<file path="src/rtl/seq_ppg_multiplier.sv">
`default_nettype none
// ============================================================================
// Module   : seq_ppg_multiplier
// Purpose  : Sequential unsigned multiplier. Each RUN cycle it generates ROWS
//            AND-style partial-product rows (a & {W{b[i]}}, shifted by i).
//            It adds those rows into a 2W-bit accumulator. In approximate
//            mode, the low TRUNC product columns of every row are zeroed.
// Ports    : clk, rst             - rising-edge clock, sync active-high reset
//            in_valid/in_ready    - operand handshake (ready only in IDLE)
//            a, b, approx_en      - operands and approx select (sampled at accept)
//            out_valid/out_ready  - product handshake
//            product              - 2W-bit result, held while not accepted
//            busy                 - high in RUN or DONE
// Revision : 1.0 - initial release
// ============================================================================
module seq_ppg_multiplier #(
  parameter int WIDTH = 16,
  parameter int ROWS  = 1,
  parameter int TRUNC = 0
) (
  input  logic               clk,
  input  logic               rst,
  input  logic               in_valid,
  output logic               in_ready,
  input  logic [WIDTH-1:0]   a,
  input  logic [WIDTH-1:0]   b,
  input  logic               approx_en,
  output logic               out_valid,
  input  logic               out_ready,
  output logic [2*WIDTH-1:0] product,
  output logic               busy
);

  localparam int PW = 2 * WIDTH;
  localparam int N  = WIDTH / ROWS;
  localparam int CW = $clog2(N) + 1;

  generate
    if (WIDTH % ROWS != 0) begin : g_bad_rows
      $error("seq_ppg_multiplier: ROWS must divide WIDTH");
    end
    if (TRUNC < 0 || TRUNC > PW) begin : g_bad_trunc
      $error("seq_ppg_multiplier: TRUNC must be in 0..2*WIDTH");
    end
  endgenerate

  // Column k survives truncation only if k >= TRUNC. TRUNC == 2W gives an
  // all-zero mask, which avoids the 1<<2W overflow of the naive expression.
  function automatic logic [PW-1:0] trunc_mask(input int t);
    logic [PW-1:0] m;
    for (int k = 0; k < PW; k++) begin
      m[k] = (k >= t);
    end
    return m;
  endfunction

  localparam logic [PW-1:0] TRUNC_MASK = trunc_mask(TRUNC);

  typedef enum logic [1:0] {
    IDLE = 2'd0,
    RUN  = 2'd1,
    DONE = 2'd2
  } state_t;

  state_t          state;
  logic [PW-1:0]   acc;
  logic [CW-1:0]   cnt;
  logic            approx_reg;
  // The multiplicand is pre-shifted and the multiplier is consumed from the
  // LSB end. Row j of the current group is therefore always (a_sh << j)
  // gated by b_sh[j], and no variable-index shifter is needed.
  logic [PW-1:0]   a_sh;
  logic [WIDTH-1:0] b_sh;

  logic [PW-1:0]   row   [ROWS];
  logic [PW-1:0]   row_sum;

  generate
    for (genvar j = 0; j < ROWS; j++) begin : g_row
      logic [PW-1:0] raw;
      assign raw    = (a_sh << j) & {PW{b_sh[j]}};
      assign row[j] = approx_reg ? (raw & TRUNC_MASK) : raw;
    end
  endgenerate

  always_comb begin
    row_sum = '0;
    for (int j = 0; j < ROWS; j++) begin
      row_sum = row_sum + row[j];
    end
  end

  assign product = acc;

  always_ff @(posedge clk) begin
    if (rst) begin
      state      <= IDLE;
      acc        <= '0;
      cnt        <= '0;
      a_sh       <= '0;
      b_sh       <= '0;
      approx_reg <= 1'b0;
      in_ready   <= 1'b1;
      out_valid  <= 1'b0;
      busy       <= 1'b0;
    end else begin
      case (state)
        IDLE: begin
          if (in_valid) begin
            a_sh       <= {{WIDTH{1'b0}}, a};
            b_sh       <= b;
            approx_reg <= approx_en;
            acc        <= '0;
            cnt        <= '0;
            in_ready   <= 1'b0;
            busy       <= 1'b1;
            state      <= RUN;
          end
        end
        RUN: begin
          acc  <= acc + row_sum;
          a_sh <= a_sh << ROWS;
          b_sh <= b_sh >> ROWS;
          cnt  <= cnt + 1'b1;
          if (cnt == CW'(N - 1)) begin
            out_valid <= 1'b1;
            state     <= DONE;
          end
        end
        DONE: begin
          if (out_ready) begin
            out_valid <= 1'b0;
            in_ready  <= 1'b1;
            busy      <= 1'b0;
            state     <= IDLE;
          end
        end
        default: begin
          out_valid <= 1'b0;
          in_ready  <= 1'b1;
          busy      <= 1'b0;
          state     <= IDLE;
        end
      endcase
    end
  end

endmodule
`default_nettype wire

</file>
<file path="config.mk">
export PLATFORM = sky130hd
export DESIGN_NAME = seq_ppg_multiplier
export DESIGN_NICKNAME = d
export VERILOG_FILES = /design/src/rtl/seq_ppg_multiplier.sv
export SDC_FILE = /design/constraint.sdc
export NUM_CORES = 1
export LEC_CHECK = 0
export CELL_PAD_IN_SITES_DETAIL_PLACEMENT = 2
export CELL_PAD_IN_SITES_GLOBAL_PLACEMENT = 2
export CORE_MARGIN = 4
export CORE_UTILIZATION = 30
export CTS_BUF_LIST = sky130_fd_sc_hd__clkbuf_4 sky130_fd_sc_hd__clkbuf_8
export CTS_CLUSTER_SIZE = 30
export DETAILED_ROUTE_END_ITERATION = 16
export HOLD_SLACK_MARGIN = 0.1
export PLACE_DENSITY = 0.81
export SLEW_MARGIN = 20
export SYNTH_ARGS = -nofsm -noshare
export SYNTH_HDL_FRONTEND = slang
export SYNTH_SLANG_ARGS = --single-unit
</file>
<file path="constraint.sdc">
create_clock -name clk -period 3.57 [get_ports clk]
set_input_delay 0.357 -clock clk [delete_from_list [all_inputs] [get_ports clk]]
set_output_delay 0.357 -clock clk [all_outputs]
set_load 0.02 [all_outputs]
</file>
# --- Yosys cells after proc, flatten, opt, wreduce, memory -nomap -nowiden ---
# Cells that the tools add are included.
op_classes:
  n_reduce_logical: 6
  bitwise_logic: 3
  mux: 20
  n_addsub: 2
  n_eq_ne: 6
op_table:
  columns: ["op", "count"]
  rows:
  - ["32-bit one-hot mux with 2 select lines", 2]
  - ["32-bit two-way mux", 2]
  - ["32-bit adder", 1]
  - ["32-bit AND", 1]
  - ["16-bit one-hot mux with 2 select lines", 1]
  - ["16-bit two-way mux", 1]
  - ["5-bit one-hot mux with 2 select lines", 1]
  - ["1-bit one-hot mux with 3 select lines", 3]
  - ["3-bit AND reduction", 3]
  - ["2-bit two-way mux", 3]
  - ["2-bit inequality test (second input constant)", 3]
  - ["2-bit one-hot mux with 3 select lines", 1]
  - ["5-bit by 1-bit adder with 5-bit output (second input constant)", 1]
  - ["5-bit by 4-bit == test with 1-bit output (second input constant)", 1]
  - ["1-bit two-way mux", 5]
  - ["5-bit two-way mux", 1]
  - ["2-bit by 1-bit == test with 1-bit output (second input constant)", 1]
  - ["2-bit == test (second input constant)", 1]
  - ["2-bit logical NOT", 1]
  - ["1-bit inverter", 2]
  - ["2-bit AND reduction", 1]
  - ["2-bit nonzero test", 1]
totals:
  output_inout_bits: 35
  reg_bits: 90
  in_bits: 37

# --- Depth between registers and ports, before layout ---
# Gate-level depths: netlist of run 1.
logic_depth:
  ltp_word: 3
  depth_mapped: 12
  ltp_nobuf: 12

# --- Least setup slack after synthesis of run 1 ---
# OpenSTA, ideal clock, no wires.
synth_timing:
  path_type: "register -> register"
  start: "register b_sh[0]"
  end: "register acc[31] (netlist: product[31])"
  t_arrival_ps: 2707
  stages_incl_launch_ff: 13
  slack_ps: 801
  synth_period_minus_slack_ps: 2769
  n_path_buf: 2
  setup_ps: 62
  cell_sequence: "dfxtp_1 clkbuf_1 and2_1 ha_1 buf_6 and4_4 and2_4 o21ai_2 a21boi_1 o31a_1 o311a_1 or4_1 nand3_1"
synth_via:
  elab_chain_len: 3
synth_rtl:
  columns: ["element", "line", "rtl"]
  rows:
  - ["start: declaration", "73", "logic [WIDTH-1:0] b_sh;"]
  - ["start signal: assignment", "123", "b_sh <= b_sh >> ROWS;"]
  - ["32-bit AND", "81", "assign raw = (a_sh << j) & {PW{b_sh[j]}};"]
  - ["32-bit adder", "121", "acc <= acc + row_sum;"]
  - ["32-bit one-hot mux with 2 select lines", "107", "case (state)"]
  - ["end signal: assignment", "121", null]
  - ["end: declaration", "66", "logic [PW-1:0] acc;"]
# Every way passes these cells.
# A chain may end at the register's enable or synchronous reset.

# --- Worst setup path in the final report of run 1 ---
# Same ends and word-level chain as after synthesis.

==> out/results.md, run 1 <==
## Layout
- number of antenna cells inserted: 0
- count of filler cells inserted in the layout: 2133
- Util after Layout: 36.6%
- area of the multi-input gates: 0.00353 mm²
- number of nets in the final layout: 861
- highest-count cells in the layout ignoring fill and taps: sky130_fd_sc_hd__nor2_1, sky130_fd_sc_hd__dfxtp_1, sky130_fd_sc_hd__a21oi_1, sky130_fd_sc_hd__clkdlybuf4s50_1, sky130_fd_sc_hd__nand2_1
- synthesis-to-layout area growth: 19.3%
- layout cells sized above 1: 5.91%
- flip-flop and latch area: 0.00180 mm²
- most common cell after layout, fill and taps aside: sky130_fd_sc_hd__nor2_1

## Clocking
- master cell of the clock root buffer: sky130_fd_sc_hd__clkbuf_8
- number of buffers on the longest clock path: 2
- CTS clk-pin slew, worst paths: 0.10 ns
- clk_lat worst skew: 0.39 ns
- Post-CTS Repair Setup Buffers: 0
- number of H-tree levels: 3
- number of buffers inserted during clock tree synthesis: 9
- TritonCTS clock tree: built
- CTS sink cnt: 90

## Floorplan
- placeable core region: 0.0181 mm²
- Chip Height: 144 µm
- top-level port count: 72
- total die area: 0.0208 mm²
- effective utilization at floorplan: 30.7%
- std cell rows: 49
- die width: 144 µm

## STA
- final count of hold timing violations: 0
- period utilization: 90.7%
- setup total negative slack: 0 ns
- unrepaired setup endpoints after global routing: no
- clock tree skew after final layout: 0.00867 ns
- Setup violations, final: 0
- highest achievable clock rate: 309 MHz
- minimum clock period: 3.24 ns
- final count of pins violating max slew: 0
- transition time at the pin with the least slew margin: 0.700 ns
- relative slew slack: 53.2%

## Setup path
- buffer and inverter count on the worst path: 1
- type of destination of the critical path: flop
- required time worst endpoint: 3.90 ns
- CP Depth: 11
- maximum cell stage delay along the critical path: 0.51 ns
- worst-path maximum fanout: 19
- crit path kind: flop to flop
- crit path DAT: 3.57 ns
- Worst path slowest cell: sky130_fd_sc_hd__dfxtp_2
- worst r2r path cells: 11
- family with the most delay on the worst path: compound AO/OA/AOI/OAI gates
- cell chain of the critical path: buf_4, and2_1, ha_1, a21oi_1, o21ai_2, o21ai_2, a21boi_1, o31a_1, o311a_1, or4_1, nand3_1
- CP Launch Type: flop
- cell with the most instances on the worst path: sky130_fd_sc_hd__o21ai_2

## Detailed routing
- via-per-instance ratio: 5.35
- number of nets with antenna violations after detailed routing: 0
- post-route DRC violation count: 0
- number of vias after detailed routing: 5482
- aggregate routed wire length: 18.8 mm
- DR pass1 iterations: 4
- routed length per instance: 18.4 µm
- initial detailed-routing violation count: 195

## Logic synthesis
- main flop type after synthesis: sky130_fd_sc_hd__dfxtp_1
- share of the yosys chip area belonging to registers: 32.4%
- Post-Synthesis Mean Instance Area: 7.44 µm²
- Post-Synthesis Cell Area: 0.00555 mm²
- count of unique library cells instantiated by Yosys: 59
- largest cells by area after synthesis: sky130_fd_sc_hd__dfxtp_1, sky130_fd_sc_hd__nor2_1, sky130_fd_sc_hd__ha_1, sky130_fd_sc_hd__a21oi_1, sky130_fd_sc_hd__a22oi_1
- fraction of synthesized cell area taken by the top area cell type: 32.4%
- Post-Synthesis Net Count: 817
- total number of yosys warnings: 0
- number of enable flip-flop cells after synthesis: 0
- share of async-settable or async-resettable flops after synthesis: 0%
- largest area contributor in the netlist: sky130_fd_sc_hd__dfxtp_1
- Gate Count Post-Synth: 746
- synthesis-stage register bit count: 90

## Global route
- overall routing resource usage: 18.4%
- overall overflow remaining after global route: 0
- antenna violations before repair: 0
- maximum number of pins on one net before global-route repair: 70
- vias in the first global route: 5989
- first-pass GRT wire length: 30.7 mm

## Placed design
- number of buffers inserted by port buffering: 70
- routability congestion estimate: 0.885
- dpl hpwl: 13.8 mm

## Worst hold path
- Worst Hold Depth: 2
- Tightest Hold Check Type: input pin to flop

## Power and ir drop
- worst-case vdd ir drop: 152 µV
- cell leakage power: 2.76 nW
- power per cell area: 320 mW/mm²

## Status
- run status: complete, no violations

## Job
- max_cap viols: 0

-- layout make-up --
class / count / share of cell area, %
Tap cell: 229 / 4.32
Clock buffer: 9 / 1.87
Inverter: 14 / 0.793
Multi-Input combinational cell: 596 / 53.3
Timing Repair Buffer: 79 / 11.5
Clock inverter: 7 / 1.00
Sequential cell: 90 / 27.2
-- report_power, final --
group	internal [W]	switching, W
sequential	0.00104	0.0000342
clock	0.000274	0.000462
combinational	0.000124	0.000179
total	0.00144	0.000675
-- Yosys cell counts (2+ instances only) --
master,n
sky130_fd_sc_hd__a211oi_1,5
sky130_fd_sc_hd__clkbuf_1,40
sky130_fd_sc_hd__nand2_1,50
sky130_fd_sc_hd__a21boi_0,2
sky130_fd_sc_hd__xor2_1,15
sky130_fd_sc_hd__and3_1,7
sky130_fd_sc_hd__a21oi_1,72
sky130_fd_sc_hd__buf_1,3
sky130_fd_sc_hd__o31ai_1,2
sky130_fd_sc_hd__nor3_1,41
sky130_fd_sc_hd__nor2b_1,33
sky130_fd_sc_hd__o31a_1,2
sky130_fd_sc_hd__a22oi_1,31
sky130_fd_sc_hd__and2_1,32
sky130_fd_sc_hd__o21ai_0,29
sky130_fd_sc_hd__o21bai_1,5
sky130_fd_sc_hd__mux2i_1,4
sky130_fd_sc_hd__nand3_1,9
sky130_fd_sc_hd__xnor2_1,8
sky130_fd_sc_hd__a21o_1,15
sky130_fd_sc_hd__nor2_1,150
sky130_fd_sc_hd__o22ai_1,2
sky130_fd_sc_hd__a31oi_1,5
sky130_fd_sc_hd__inv_1,14
sky130_fd_sc_hd__nand4_1,3
sky130_fd_sc_hd__o21ai_2,3
sky130_fd_sc_hd__dfxtp_1,90
sky130_fd_sc_hd__nand2b_1,5
sky130_fd_sc_hd__o211ai_1,5
sky130_fd_sc_hd__ha_1,33
sky130_fd_sc_hd__o21a_1,3
-- path summary, 6_finish.rpt --
path	start	end	slack (ns)
worst max register to register	b_sh[0]$_SDFFE_PP0P_	product[31]$_SDFFE_PP0P_	0.33
worst max-delay path	b_sh[0]$_SDFFE_PP0P_	product[31]$_SDFFE_PP0P_	0.33
worst min-delay path	rst	product[1]$_SDFFE_PP0P_	0.42
worst min register to register	out_valid$_SDFFE_PP0P_	out_valid$_SDFFE_PP0P_	0.49
-- per-layer routing --
| metal | vias up | global-route usage, % | share of wire [%] |
|---|---|---|---|
| li1 | 2665 | - | - |
| met1 | 2721 | 23.7 | 48 |
| met2 | 73 | 31.4 | 48 |
| met3 | 23 | 3.27 | 2.5 |
| met4 | 0 | 5.75 | 1.8 |
| met5 | - | 0 | 0 |
-- metrics by stage --
stage          hold WS [ns]  std cells  setup WS, ns  total power, W  instance area [µm²]
2_1_floorplan         0.454        746         0.801         0.00128                 5550
3_3_place_gp          0.459       1008         0.314         0.00139                 6430
3_5_place_dp          0.479       1008         0.183         0.00140                 6430
4_1_cts               0.412       1024         0.157         0.00215                 6620
5_1_grt               0.449       1024        0.0739         0.00223                 6630
6_report              0.424       1024         0.332         0.00212                 6630
-- timing repair --
item	CTS	global route
endpoints found under the setup margin	0	8
endpoints found under the hold margin	0	0
gates resized for setup	0	1
hold buffers	0	0
-- registers in the layout, indices dropped and copies added, names as in the netlist --
signal     count
a_sh          32
b_sh          16
busy           1
cnt            5
in_ready       1
out_valid      1
product       32
state          2
-- logic make-up after synthesis --
family	after synthesis	synth area share, %
buffers and inverters	60	4.24
and+or+nand+nor	340	28.4
adders and majority gates	34	7.80
DFF	90	32.4
AOI/OAI and AO/OA	195	22.7
xor gates and xnor gates	23	3.63
muxes	4	0.721
(Power assumes the default switching activity.)
==> run 2, diff against run 1 <==
--- a/config.mk
+++ b/config.mk
@@ -14,4 +14,5 @@
 export DETAILED_ROUTE_END_ITERATION = 16
 export HOLD_SLACK_MARGIN = 0.1
+export MAX_ROUTING_LAYER = met4
 export PLACE_DENSITY = 0.81
 export SLEW_MARGIN = 20
==> constraint.sdc (replaced) <==
create_clock -name clk -period 3.57 [get_ports clk]
set_input_delay 0.357 -clock clk [delete_from_list [all_inputs] [get_ports clk]]
set_output_delay 0.357 -clock clk [all_outputs]
set_load 0.01 [all_outputs]
==> out/results.md, run 2 (synthesized netlist as in run 1, its figures left out) <==
## Clocking
- master cell of the clock root buffer: sky130_fd_sc_hd__clkbuf_8
- clk_lat worst skew: 0.39 ns, about the same
- number of H-tree levels: 3, unchanged
- Post-CTS Repair Setup Buffers: 0, unchanged
- TritonCTS clock tree: built
- number of buffers on the longest clock path: 2, unchanged
- CTS Hold Bufs: 0, unchanged
- CTS sink cnt: 90, unchanged
- number of buffers inserted during clock tree synthesis: 9, unchanged
- CTS clk-pin slew, worst paths: 0.10 ns, about the same

## Power and ir drop
- total power: 0.00221 W, +4.2%
- cell leakage power: 2.77 nW, +0.38%
- worst-case vdd ir drop: 190 µV, +25%
- power per cell area: 332 mW/mm², +3.8%

## Global route
- antenna violations before repair: 0, unchanged
- overall routing resource usage: 19.2%, +0.80 points
- vias in the first global route: 6031, +0.70%
- first-pass GRT wire length: 31.2 mm, +1.6%
- maximum number of pins on one net before global-route repair: 70, unchanged
- overall overflow remaining after global route: 0, unchanged

## Job
- max_cap viols: 0, unchanged

## Floorplan
- total die area: 0.0208 mm², unchanged
- std cell rows: 49, unchanged
- top-level port count: 72, unchanged
- effective utilization at floorplan: 30.7%, unchanged
- Chip Height: 144 µm, unchanged
- placeable core region: 0.0181 mm², unchanged
- die width: 144 µm, unchanged

## Layout
- most common cell after layout, fill and taps aside: sky130_fd_sc_hd__nor2_1
- number of nets in the final layout: 860, -0.12%
- post-route design area: 0.00665 mm², +0.38%
- highest-count cells in the layout ignoring fill and taps: sky130_fd_sc_hd__nor2_1, sky130_fd_sc_hd__dfxtp_1, sky130_fd_sc_hd__a21oi_1, sky130_fd_sc_hd__clkdlybuf4s50_1, sky130_fd_sc_hd__nand2_1
- number of antenna cells inserted: 0, unchanged
- Util after Layout: 36.8%, +0.14 points
- synthesis-to-layout area growth: 19.8%
- layout cells sized above 1: 5.67%, -0.24 points

## Worst hold path
- Tightest Hold Check Type: input pin to flop

## STA
- worst path setup slack after routing: 0.362 ns, +0.0292 ns
- Setup violations, final: 0, unchanged
- relative slew slack: 32.5%, -21 points
- setup total negative slack: 0 ns, unchanged
- highest achievable clock rate: 312 MHz, +0.91%
- minimum clock period: 3.21 ns, -0.0292 ns
- period utilization: 89.9%, -0.82 points
- unrepaired setup endpoints after global routing: no
- transition time at the pin with the least slew margin: 1.01 ns, +0.312 ns
- clock tree skew after final layout: 0.0140 ns, +0.00538 ns
- final count of pins violating max slew: 0, unchanged
- final count of hold timing violations: 0, unchanged

## Setup path
- CP Launch Type: flop
- cell chain of the critical path: buf_4, and2_1, ha_1, and4_4, and2_4, o21ai_2, a21boi_1, o31a_1, o311a_1, or4_1, nand3_1
- crit path kind: flop to flop
- worst-path maximum fanout: 19, unchanged
- crit path DAT: 3.54 ns, -0.03 ns
- required time worst endpoint: 3.90 ns, about the same
- maximum cell stage delay along the critical path: 0.49 ns, -0.02 ns
- Worst path slowest cell: sky130_fd_sc_hd__dfxtp_2
- buffer and inverter count on the worst path: 1, unchanged
- type of destination of the critical path: flop
- family with the most delay on the worst path: simple AND/OR/NAND/NOR gates

## Placed design
- placement-stage worst setup slack: 0.217 ns, +0.0331 ns
- standard cell area after detailed placement: 0.00642 mm², -0.12%
- routability congestion estimate: 0.896, +1.2%
- dpl hpwl: 14.0 mm, +0.98%
- number of buffers inserted by port buffering: 70, unchanged

## Detailed routing
- number of nets with antenna violations after detailed routing: 0, unchanged
- post-route DRC violation count: 0, unchanged
- routed length per instance: 18.4 µm, +0.30%
- number of vias after detailed routing: 5423, -1.1%
- initial detailed-routing violation count: 212, +8.7%
- aggregate routed wire length: 18.9 mm, +0.20%
- via-per-instance ratio: 5.30, -0.98%
- DR pass1 iterations: 4, unchanged

## Status
- run status: complete, no violations

run 2: cell types whose count changed in the layout (fill, tap and decap cells not counted), sizes merged:
cell    before  now
clkinv       2    3
bufinv       0    2
inv         19   16
buf         10    9
run 2: layout make-up:
type,count,area [µm²]
multi-input combinational,596,3530
tap,229,287
inverter,14,52.6
clock buffer,9,124
clock inverter,7,100
fill,2102,11400
sequential,90,1800
timing repair buffer,78,756
run 2: timing repair:
action | in CTS | in global routing
setup endpoints to repair | 0 | 4
gates resized for setup | 0 | 2
hold endpoints to repair | 0 | 0
run 2: worst paths after layout:
kind	start	slack, ns	cells after the start	endpoint
worst min-delay path	rst	0.39	2	product[2]$_SDFFE_PP0P_
worst max register to register	b_sh[0]$_SDFFE_PP0P_	0.36	11	product[31]$_SDFFE_PP0P_
worst min register to register	out_valid$_SDFFE_PP0P_	0.49	2	out_valid$_SDFFE_PP0P_
worst max-delay path	b_sh[0]$_SDFFE_PP0P_	0.36	11	product[31]$_SDFFE_PP0P_
run 2: per-layer routing:
| metal | GRT usage (%) | part of all wire [%] |
|---|---|---|
| met5 | - | 0 |
| met4 | 6.24 | 2.1 |
| met3 | 2.61 | 2.8 |
| met2 | 32.7 | 49 |
| met1 | 23.6 | 46 |
run 2: through the flow:
step | hold WS, ns | instances
3_5_place_dp | 0.478 | 1007
4_1_cts | 0.392 | 1023
2_1_floorplan | 0.454 | 746
3_3_place_gp | 0.463 | 1007
5_1_grt | 0.441 | 1023
6_report | 0.390 | 1023
run 2: report_power, final:
group / switching (W) / internal (W)
registers: 0.0000337 / 0.00104
logic: 0.000174 / 0.000123
clock network: 0.000429 / 0.000401
total: 0.000636 / 0.00157
